===== config.mk =====
export PLATFORM = sky130hd
export DESIGN_NAME = warmboot_sequencer
export DESIGN_NICKNAME = d
export VERILOG_FILES = /design/src/rtl/warmboot_sequencer_pkg.sv /design/src/rtl/warmboot_sequencer_sat_counter.sv /design/src/rtl/warmboot_sequencer.sv
export SDC_FILE = /design/constraint.sdc
export NUM_CORES = 1
export LEC_CHECK = 0
export BUFFER_PORTS_ARGS = -buffer_cell sky130_fd_sc_hd__buf_2
export CAP_MARGIN = 20
export CORE_AREA = 2 2 70 106
export DETAILED_ROUTE_END_ITERATION = 12
export DIE_AREA = 0 0 72 108
export PLACE_DENSITY = 0.63
export SLEW_MARGIN = 20
export SYNTH_ARGS = -nofsm -noshare
export SYNTH_HDL_FRONTEND = slang
export SYNTH_HIERARCHICAL = 1
export SYNTH_SLANG_ARGS = --single-unit

===== constraint.sdc =====
create_clock -name clk -period 2.5 [get_ports clk]
set_input_delay 0.25 -clock clk [delete_from_list [all_inputs] [get_ports clk]]
set_output_delay 0.25 -clock clk [all_outputs]
set_load 0.02 [all_outputs]

===== src/rtl/warmboot_sequencer_pkg.sv =====
// Shared definitions for the warmboot sequencer: FSM state encoding,
// image-select constants and a small width helper for the counters.
package warmboot_sequencer_pkg;

  // Sequencer states. WAIT: auto-boot timeout running. HOST: USB host present.
  // DRAIN: waiting for the flash bus to go quiet. ARM: S lines driven and settling.
  // FIRE: BOOT pulse asserted. DONE: terminal until reset.
  typedef enum logic [2:0] {
    ST_WAIT  = 3'd0,
    ST_HOST  = 3'd1,
    ST_DRAIN = 3'd2,
    ST_ARM   = 3'd3,
    ST_FIRE  = 3'd4,
    ST_DONE  = 3'd5
  } state_e;

  // {S1,S0} image selects for SB_WARMBOOT.
  localparam logic [1:0] IMG_BOOTLOADER = 2'b00;
  localparam logic [1:0] IMG_USER       = 2'b01;

  // Number of cycles the S lines are held stable before BOOT rises.
  localparam int ARM_CYCLES = 2;

  // Bits needed to count 0..n-1 (at least one bit).
  function automatic int cnt_width(input int n);
    return (n > 2) ? $clog2(n) : 1;
  endfunction

endpackage


===== src/rtl/warmboot_sequencer_sat_counter.sv =====
// Saturating up-counter with synchronous clear and enable.
//   clk_i   : clock, rising edge
//   reset_i : synchronous active-high reset (count -> 0)
//   clr_i   : synchronous clear, dominates enable
//   en_i    : count enable
//   q_o     : current count; stops at MAX and never wraps
//   tc_o    : terminal count, high while q_o == MAX
module warmboot_sequencer_sat_counter #(
  parameter int           W   = 8,
  parameter logic [W-1:0] MAX = '1
) (
  input  logic         clk_i,
  input  logic         reset_i,
  input  logic         clr_i,
  input  logic         en_i,
  output logic [W-1:0] q_o,
  output logic         tc_o
);

  logic [W-1:0] cnt_q, cnt_d;

  always_comb begin
    cnt_d = cnt_q;
    if (clr_i) begin
      cnt_d = '0;
    end else if (en_i && (cnt_q != MAX)) begin
      cnt_d = cnt_q + 1'b1;
    end
  end

  always_ff @(posedge clk_i) begin
    if (reset_i) begin
      cnt_q <= '0;
    end else begin
      cnt_q <= cnt_d;
    end
  end

  assign q_o  = cnt_q;
  assign tc_o = (cnt_q == MAX);

endmodule


===== src/rtl/warmboot_sequencer.sv =====
// Decides when, and to which image, the iCE40 SB_WARMBOOT primitive reboots
// the part. Boots DEFAULT_IMAGE after TIMEOUT_CYCLES with no USB activity, or
// a host-selected image on boot_req. Flash traffic is quiesced first, then
// {S1,S0} is presented for ARM_CYCLES before BOOT is pulsed for BOOT_HOLD cycles.
//
// Interface protocol: usb_active and boot_req are single-cycle pulses acted on
// only in WAIT/HOST; boot_image is sampled only together with boot_req.
// spi_inhibit is a level: while high the SPI master must not start a new
// transaction, but one already in flight (spi_cs low) is allowed to finish.
//
// Ports
//   clk             in   system clock, rising edge
//   reset           in   synchronous, active-high
//   usb_active      in   pulse per valid USB token/SOF
//   boot_req        in   pulse: host requested reboot
//   boot_image[1:0] in   {S1,S0} image requested with boot_req
//   spi_cs          in   flash chip select, active low
//   spi_inhibit     out  block new SPI transactions
//   wb_s[1:0]       out  SB_WARMBOOT {S1,S0}
//   wb_boot         out  SB_WARMBOOT BOOT
//   host_seen       out  sticky: USB host activity seen since reset
//   dbg_state       out  current FSM state
//   dbg_timeout_cnt out  auto-boot timeout count
//   dbg_quiet_cnt   out  consecutive quiet flash-bus cycles in DRAIN
module warmboot_sequencer
  import warmboot_sequencer_pkg::*;
#(
  parameter int         TIMEOUT_CYCLES = 36_000_000,
  parameter int         CNT_W          = 26,
  parameter int         QUIET_CYCLES   = 1200,
  parameter int         BOOT_HOLD      = 16,   // must be >= ARM_CYCLES
  parameter logic [1:0] DEFAULT_IMAGE  = IMG_USER
) (
  input  logic                                 clk,
  input  logic                                 reset,
  input  logic                                 usb_active,
  input  logic                                 boot_req,
  input  logic [1:0]                           boot_image,
  input  logic                                 spi_cs,
  output logic                                 spi_inhibit,
  output logic [1:0]                           wb_s,
  output logic                                 wb_boot,
  output logic                                 host_seen,
  output state_e                               dbg_state,
  output logic [CNT_W-1:0]                     dbg_timeout_cnt,
  output logic [cnt_width(QUIET_CYCLES)-1:0]   dbg_quiet_cnt
);

  localparam int QW = cnt_width(QUIET_CYCLES);
  localparam int HW = cnt_width(BOOT_HOLD);
  localparam logic [HW-1:0] ARM_LAST = HW'(ARM_CYCLES - 1);

  state_e     state_q, state_d;
  logic [1:0] img_q, img_d;
  logic       spi_inhibit_q, spi_inhibit_d;
  logic [1:0] wb_s_q, wb_s_d;
  logic       wb_boot_q, wb_boot_d;
  logic       host_seen_q, host_seen_d;

  logic          timeout_tc;
  logic          quiet_tc;
  logic [HW-1:0] hold_q;
  logic          hold_tc;

  // Timeout: runs only in WAIT, cleared the moment WAIT is left.
  warmboot_sequencer_sat_counter #(
    .W   (CNT_W),
    .MAX (CNT_W'(TIMEOUT_CYCLES - 1))
  ) u_timeout_cnt (
    .clk_i   (clk),
    .reset_i (reset),
    .clr_i   (state_d != ST_WAIT),
    .en_i    (state_q == ST_WAIT),
    .q_o     (dbg_timeout_cnt),
    .tc_o    (timeout_tc)
  );

  // Quiet: any low spi_cs sample in DRAIN restarts the quiet window.
  warmboot_sequencer_sat_counter #(
    .W   (QW),
    .MAX (QW'(QUIET_CYCLES - 1))
  ) u_quiet_cnt (
    .clk_i   (clk),
    .reset_i (reset),
    .clr_i   ((state_q != ST_DRAIN) || !spi_cs),
    .en_i    (1'b1),
    .q_o     (dbg_quiet_cnt),
    .tc_o    (quiet_tc)
  );

  // Hold: shared by ARM (settle time) and FIRE (BOOT width); restarts on
  // every state change so each phase counts from zero.
  warmboot_sequencer_sat_counter #(
    .W   (HW),
    .MAX (HW'(BOOT_HOLD - 1))
  ) u_hold_cnt (
    .clk_i   (clk),
    .reset_i (reset),
    .clr_i   ((state_d != state_q) || !((state_q == ST_ARM) || (state_q == ST_FIRE))),
    .en_i    (1'b1),
    .q_o     (hold_q),
    .tc_o    (hold_tc)
  );

  // Next state and image latch. boot_req outranks usb_active, which outranks
  // the timeout; the image is frozen once DRAIN is entered.
  always_comb begin
    state_d = state_q;
    img_d   = img_q;
    case (state_q)
      ST_WAIT: begin
        if (boot_req) begin
          state_d = ST_DRAIN;
          img_d   = boot_image;
        end else if (usb_active) begin
          state_d = ST_HOST;
        end else if (timeout_tc) begin
          state_d = ST_DRAIN;
          img_d   = DEFAULT_IMAGE;
        end
      end
      ST_HOST: begin
        if (boot_req) begin
          state_d = ST_DRAIN;
          img_d   = boot_image;
        end
      end
      ST_DRAIN: begin
        if (spi_cs && quiet_tc) state_d = ST_ARM;
      end
      ST_ARM: begin
        if (hold_q == ARM_LAST) state_d = ST_FIRE;
      end
      ST_FIRE: begin
        if (hold_tc) state_d = ST_DONE;
      end
      ST_DONE: begin
        state_d = ST_DONE;
      end
      default: begin
        state_d = ST_WAIT;
      end
    endcase
  end

  // Registered outputs derived from the next state, so each output changes
  // on the same edge as the state it belongs to.
  always_comb begin
    spi_inhibit_d = (state_d == ST_DRAIN) || (state_d == ST_ARM) ||
                    (state_d == ST_FIRE)  || (state_d == ST_DONE);
    wb_boot_d     = (state_d == ST_FIRE);
    host_seen_d   = host_seen_q || (state_d == ST_HOST);
    wb_s_d        = wb_s_q;
    // S lines move only on ARM entry, well before BOOT rises.
    if ((state_d == ST_ARM) && (state_q != ST_ARM)) begin
      wb_s_d = img_q;
    end
  end

  always_ff @(posedge clk) begin
    if (reset) begin
      state_q       <= ST_WAIT;
      img_q         <= DEFAULT_IMAGE;
      spi_inhibit_q <= 1'b0;
      wb_s_q        <= DEFAULT_IMAGE;
      wb_boot_q     <= 1'b0;
      host_seen_q   <= 1'b0;
    end else begin
      state_q       <= state_d;
      img_q         <= img_d;
      spi_inhibit_q <= spi_inhibit_d;
      wb_s_q        <= wb_s_d;
      wb_boot_q     <= wb_boot_d;
      host_seen_q   <= host_seen_d;
    end
  end

  assign spi_inhibit = spi_inhibit_q;
  assign wb_s        = wb_s_q;
  assign wb_boot     = wb_boot_q;
  assign host_seen   = host_seen_q;
  assign dbg_state   = state_q;

endmodule


# ---- Yosys cells after proc, flatten, opt, wreduce, memory -nomap -nowiden
# Cells that the tools add are included.
dict set report word_totals {
  regBits 51
  wordCells 67
}
dict set report classes {
  addsub 3
  eq_ne 23
  mux 13
  n_reduce_logical 19
}
# op n
set ops {}
lappend ops {{adder 26 x 1 -> 26 bit (second input constant)} 1}
lappend ops {{equality test 26 bit (second input constant)} 1}
lappend ops {{!= test 26 bit (second input constant)} 1}
lappend ops {{two-way mux 3 bit} 7}
lappend ops {{case mux 3 bit (6 select lines)} 1}
lappend ops {{equality test 3 x 2 -> 1 bit (second input constant)} 4}
lappend ops {{equality test 3 bit (second input constant)} 4}
lappend ops {{adder 11 x 1 -> 11 bit (second input constant)} 1}
lappend ops {{equality test 11 bit (second input constant)} 1}
lappend ops {{!= test 11 bit (second input constant)} 1}
lappend ops {{two-way mux 2 bit} 4}
lappend ops {{logical OR 1 bit} 7}
lappend ops {{equality test 3 x 1 -> 1 bit (second input constant)} 2}
lappend ops {{!= test 3 x 2 -> 1 bit (second input constant)} 2}
lappend ops {{!= test 3 bit (second input constant)} 2}
lappend ops {{OR reduction 2 bit} 3}
lappend ops {{adder 4 x 1 -> 4 bit (second input constant)} 1}
lappend ops {{equality test 4 x 1 -> 1 bit (second input constant)} 1}
lappend ops {{equality test 4 bit (second input constant)} 1}
lappend ops {{!= test 4 bit (second input constant)} 1}
lappend ops {{case mux 2 bit (2 select lines)} 1}
lappend ops {{AND reduction 4 bit} 1}
lappend ops {{logical AND 1 bit} 3}
lappend ops {{zero test 3 bit} 1}
lappend ops {{other kinds (5)} 6}

# ---- Depth between registers and ports, before layout
dict set report logic_depth {
  word_depth 9
  ltp_mapped 11
  ltp_nobuf 10
}

# ---- By module
# The synthesis kept the hierarchy.
# module n_inst cells_each area_per_inst_um2 seq_area_each_um2
set by_module_without_submodules {}
lappend by_module_without_submodules {{warmboot_sequencer_sat_counter at u_timeout_cnt} 1 149 1343.8 520.5}
lappend by_module_without_submodules {{warmboot_sequencer_sat_counter at u_quiet_cnt} 1 70 604.3 220.2}
lappend by_module_without_submodules {warmboot_sequencer 1 58 514.2 200.2}
lappend by_module_without_submodules {{warmboot_sequencer_sat_counter at u_hold_cnt} 1 22 211.5 80.1}

# ---- Worst setup path before layout
# OpenSTA, ideal clock, no wires.
dict set report synth_path {
  path_kind {flip-flop to flip-flop}
  start {register u_timeout_cnt.cnt_q[0] (netlist: u_timeout_cnt/q_o[0])}
  end {register u_timeout_cnt.cnt_q[3] (netlist: u_timeout_cnt/q_o[3])}
  setup_ns 0.059
  arrival_ns 2.531
  required_ns 2.441
  setup_slack_ns -0.090
  stages_incl_launch_ff 12
  path_buffers 1
  period_less_slack_ns 2.590
  cell_sequence {dfxtp_1 -> ha_1 -> and3_1 -> nand4_4 -> nor2_1 -> nor3b_1 -> o31ai_1 -> nand4_1 -> or2_2 -> clkbuf_1 -> or4_1 -> nand2_1}
}
dict set report synth_via {
  elab_chain_len 7
  word_cells_on_any_way 10
  classes_between {1 x add/sub; 2 x eq/ne; 4 x mux; 3 x reduce/logical}
}
# element line_no
set synth_lines {}
lappend synth_lines {{from (decl)} warmboot_sequencer_sat_counter.sv:20} ;# logic [W-1:0] cnt_q, cnt_d;
lappend synth_lines {{from (signal assigned)} warmboot_sequencer_sat_counter.sv:35} ;# cnt_q <= cnt_d;
lappend synth_lines {{equality test 26 bit} warmboot_sequencer_sat_counter.sv:40} ;# assign tc_o = (cnt_q == MAX);
lappend synth_lines {{net timeout_tc} warmboot_sequencer.sv:60} ;# logic timeout_tc;
lappend synth_lines {{two-way mux 3 bit} warmboot_sequencer.sv:117} ;# end else if (timeout_tc) begin
lappend synth_lines {{two-way mux 3 bit} warmboot_sequencer.sv:115} ;# end else if (usb_active) begin
lappend synth_lines {{two-way mux 3 bit} warmboot_sequencer.sv:112} ;# if (boot_req) begin
lappend synth_lines {{case mux 3 bit (6 select lines)} warmboot_sequencer.sv:110} ;# case (state_q)
lappend synth_lines {{nonzero test 3 bit} warmboot_sequencer.sv:72} ;# .clr_i (state_d != ST_WAIT),
lappend synth_lines {{OR reduction 2 bit (no line)} --}
# The timed path passes the listed nets, and every way through them passes these cells.
# A chain may end at the register's enable or synchronous reset.

# ---- Final worst setup path
# Ends and elaborated chain as after synthesis.

==> metrics <==
Gate power share=0.066; Internal Power=1.19 mW; Post-CTS Hold Buffers=0; diode count=0; R2R Path End=u_timeout_cnt/q_o[3]; setup TNS=0 ns; Num Clock Sinks=51; commonest cells after routing, fill and taps aside=buf_2, dfxtp_1, buf_4, nor2_1, nand2_1; synthesized flop and latch total=51; Sw Share=0.230; top-area cell type share of the netlist area=0.382; CTS tree=yes; Post-synth ARST share=0; post-synth top area cell=dfxtp_1; Tcrit/Tclk final=0.932; initial antenna violation count=0; Core Area=6810 sq um; GPL Wtd Cong=0.809; Root Buffer=clkbuf_8; final layout net count=400; Critical Path Start Type=flip-flop; Setup Viol. Count Final=0; Critical Path AT=2.58 ns; Cell Chain, Critical Path=ha_2, and3_4, nand4_4, nor2_1, nor3b_2, o31ai_2, nand4_1, or2_4, or4_4, nand2_2; CP max stage delay=0.52 ns; Routed Antenna Nets=0; fin. max-slew vios=0; Die Y=108 um; Clock Skew=around 0.0088 ns; crit path launch=u_timeout_cnt/q_o[0]; Worst-Skew Late Latency=0.31 ns; Die X=72 um; Crit Reg-Reg Startpoint=u_timeout_cnt/q_o[0]; min Tclk post-route=2.33 ns; WP depth=10; Port Buffers=51; top cells by area, synth=dfxtp_1, nor2_1, xnor2_1, nand2_1, a21oi_1; CTS Buf Count=5; RSZ-0062 raised after global routing=no; Clock Pin Slew Worst Setup and Hold Paths=0.10 ns; drt via density=5.35; Initial DRC Count=110; Wirelength per Cell=~13 um; synthesized instance count=299; post-synthesis sequential area ratio=0.382; Clk pwr share=0.399; htree depth=2; DP HPWL=4760 um; outcome=finished clean; Crit-path slowest cell=or4_4; Syn Area/Cell=8.94 sq um; smallest hold slack=0.254 ns; Hold WC Path Type=in -> reg; Max-Cap Viols=0; top_reg_cell synth=dfxtp_1; worst reg2reg setup slack=0.17 ns; grt total ovfl=0; Pleak=1.42 nW; P&R area growth vs syn=27.7%; maximum VDD drop=323 uV; drt pass-1 iters=4; most common cell after layout, fill and taps aside=buf_2; Yosys warning count=6; switching component of the power=0.354 mW; critical path class=reg -> reg; Post-synth EDFFs=0; Flop pwr share=0.535; Crit Path Max Fanout=6; DRC Markers=0; Crit path buffers/inverters=0; PwrDens=452 nW/um^2; R2R cell count=10; cell family with most CP delay=simple AND/OR/NAND/NOR gates; vias in the first global route=2309; largest net degree at the start of global routing=19; row count=37; WL final=around 6300 um; proportion of layout cells with a drive suffix above 1=0.350; initial core utilization=0.393; CP Data Required Time=between 2 and 3 ns; CP endpoint=u_timeout_cnt/q_o[3]; total track usage=0.167; worst-case clock buffer depth=2; DR vias=approximately 2500; fmax=around 0.43 GHz; die area=about 7800 sq um; CP endpoint kind=flip-flop; library cells used by synthesis=70; # IOs=52; global-route wire length before repair=between 10000 and 15000 um; Fin. Hold Viols=0; synthesized area=~2700 sq um
-- worst min path at each step --
stage                     slack (ns)                end  cells past startpoint           from
after floorplan                 0.35  u_hold_cnt/q_o[3]                      1          reset
after global placement          0.45          host_seen                      2      host_seen
after detailed placement        0.47            wb_s[0]                      1        wb_s[0]
after CTS                       0.25           img_q[1]                      3  boot_image[1]
after global routing            0.27           img_q[1]                      3  boot_image[1]
final                           0.25           img_q[1]                      3  boot_image[1]
-- sequential cells by signal, summed over array words and instances (netlist names) --
| name | flops |
|---|---|
| wb_s | 2 |
| host_seen | 1 |
| u_timeout_cnt/q_o | 26 |
| u_quiet_cnt/q_o | 11 |
| spi_inhibit | 1 |
| u_hold_cnt/q_o | 4 |
| img_q | 2 |
| dbg_state | 3 |
| wb_boot | 1 |
-- stage by stage --
stage / area (sq um) / total power [mW] / worst slack [ns] / util / instances
final: 3410 / 1.54 / 0.169 / 0.502 / 469
after global routing: 3410 / 1.61 / 0.0247 / 0.502 / 469
after floorplan: 2710 / 0.911 / 0.00272 / - / 305
after global placement: 3250 / 0.939 / 0.104 / 0.477 / 458
after CTS: 3370 / 1.56 / 0.0209 / 0.495 / 466
after detailed placement: 3250 / 0.940 / 0.0658 / 0.477 / 458
-- worst min-delay path, cell delays in order --
cell and delay [ns]:
buf_2 0.09, a31oi_1 0.07, nor3_1 0.11
-- area by class of cell --
type,instances,area [sq um]
flip-flops and latches,51,1020
repair buffers,88,533
multi-input cells,233,1600
clock inverters,2,38.8
inverters,11,41.3
clock buffers,6,82.6
fillers,656,3390
well taps,78,97.6
-- logic make-up after synthesis --
kind of cell,after synthesis,synth area share
adder cells (fa/ha/maj),3,0.0140
buffers and inverters,21,0.0402
AO/OA/AOI/OAI,62,0.162
AND/OR/NAND/NOR,145,0.348
other,1,0.00140
XOR/XNOR,15,0.0491
flip-flops,51,0.382
multiplexers,1,0.00374
-- timing repair --
action | in CTS | in global routing
gates resized for setup | 0 | 6
setup endpoints to repair | 0 | 2
setup buffers | 0 | 3
-- synth_stat cells (all sizes together) (5+ instances only) --
cell type and number:
o21ai 13, nand3 18, and3 8, dfxtp 51, xor2 5, nand2 22
nand4 12, a21oi 16, or3 7, nor2 27, xnor2 10, inv 11
o211ai 5, or4 6, buf 6, nor3 11, o31ai 5, nor4 6
-- per-layer routing --
layer | share of wire | track usage | vias up
li1 | - | - | 1279
met1 | 0.41 | 0.187 | 1165
met2 | 0.53 | 0.300 | 56
met3 | 0.042 | 0.0298 | 9
met4 | 0.021 | 0.0795 | 0
met5 | 0 | 0 | -
-- power by group through the flow --
stage	registers (mW)	clock network [mW]	logic, mW
after global placement	0.844	0	0.0947
final	0.826	0.616	0.102
after global routing	0.827	0.664	0.114
after detailed placement	0.845	0	0.0952
after CTS	0.826	0.643	0.0955
after floorplan	0.853	0	0.0583
Note: power is estimated with default switching activity, not from simulation.
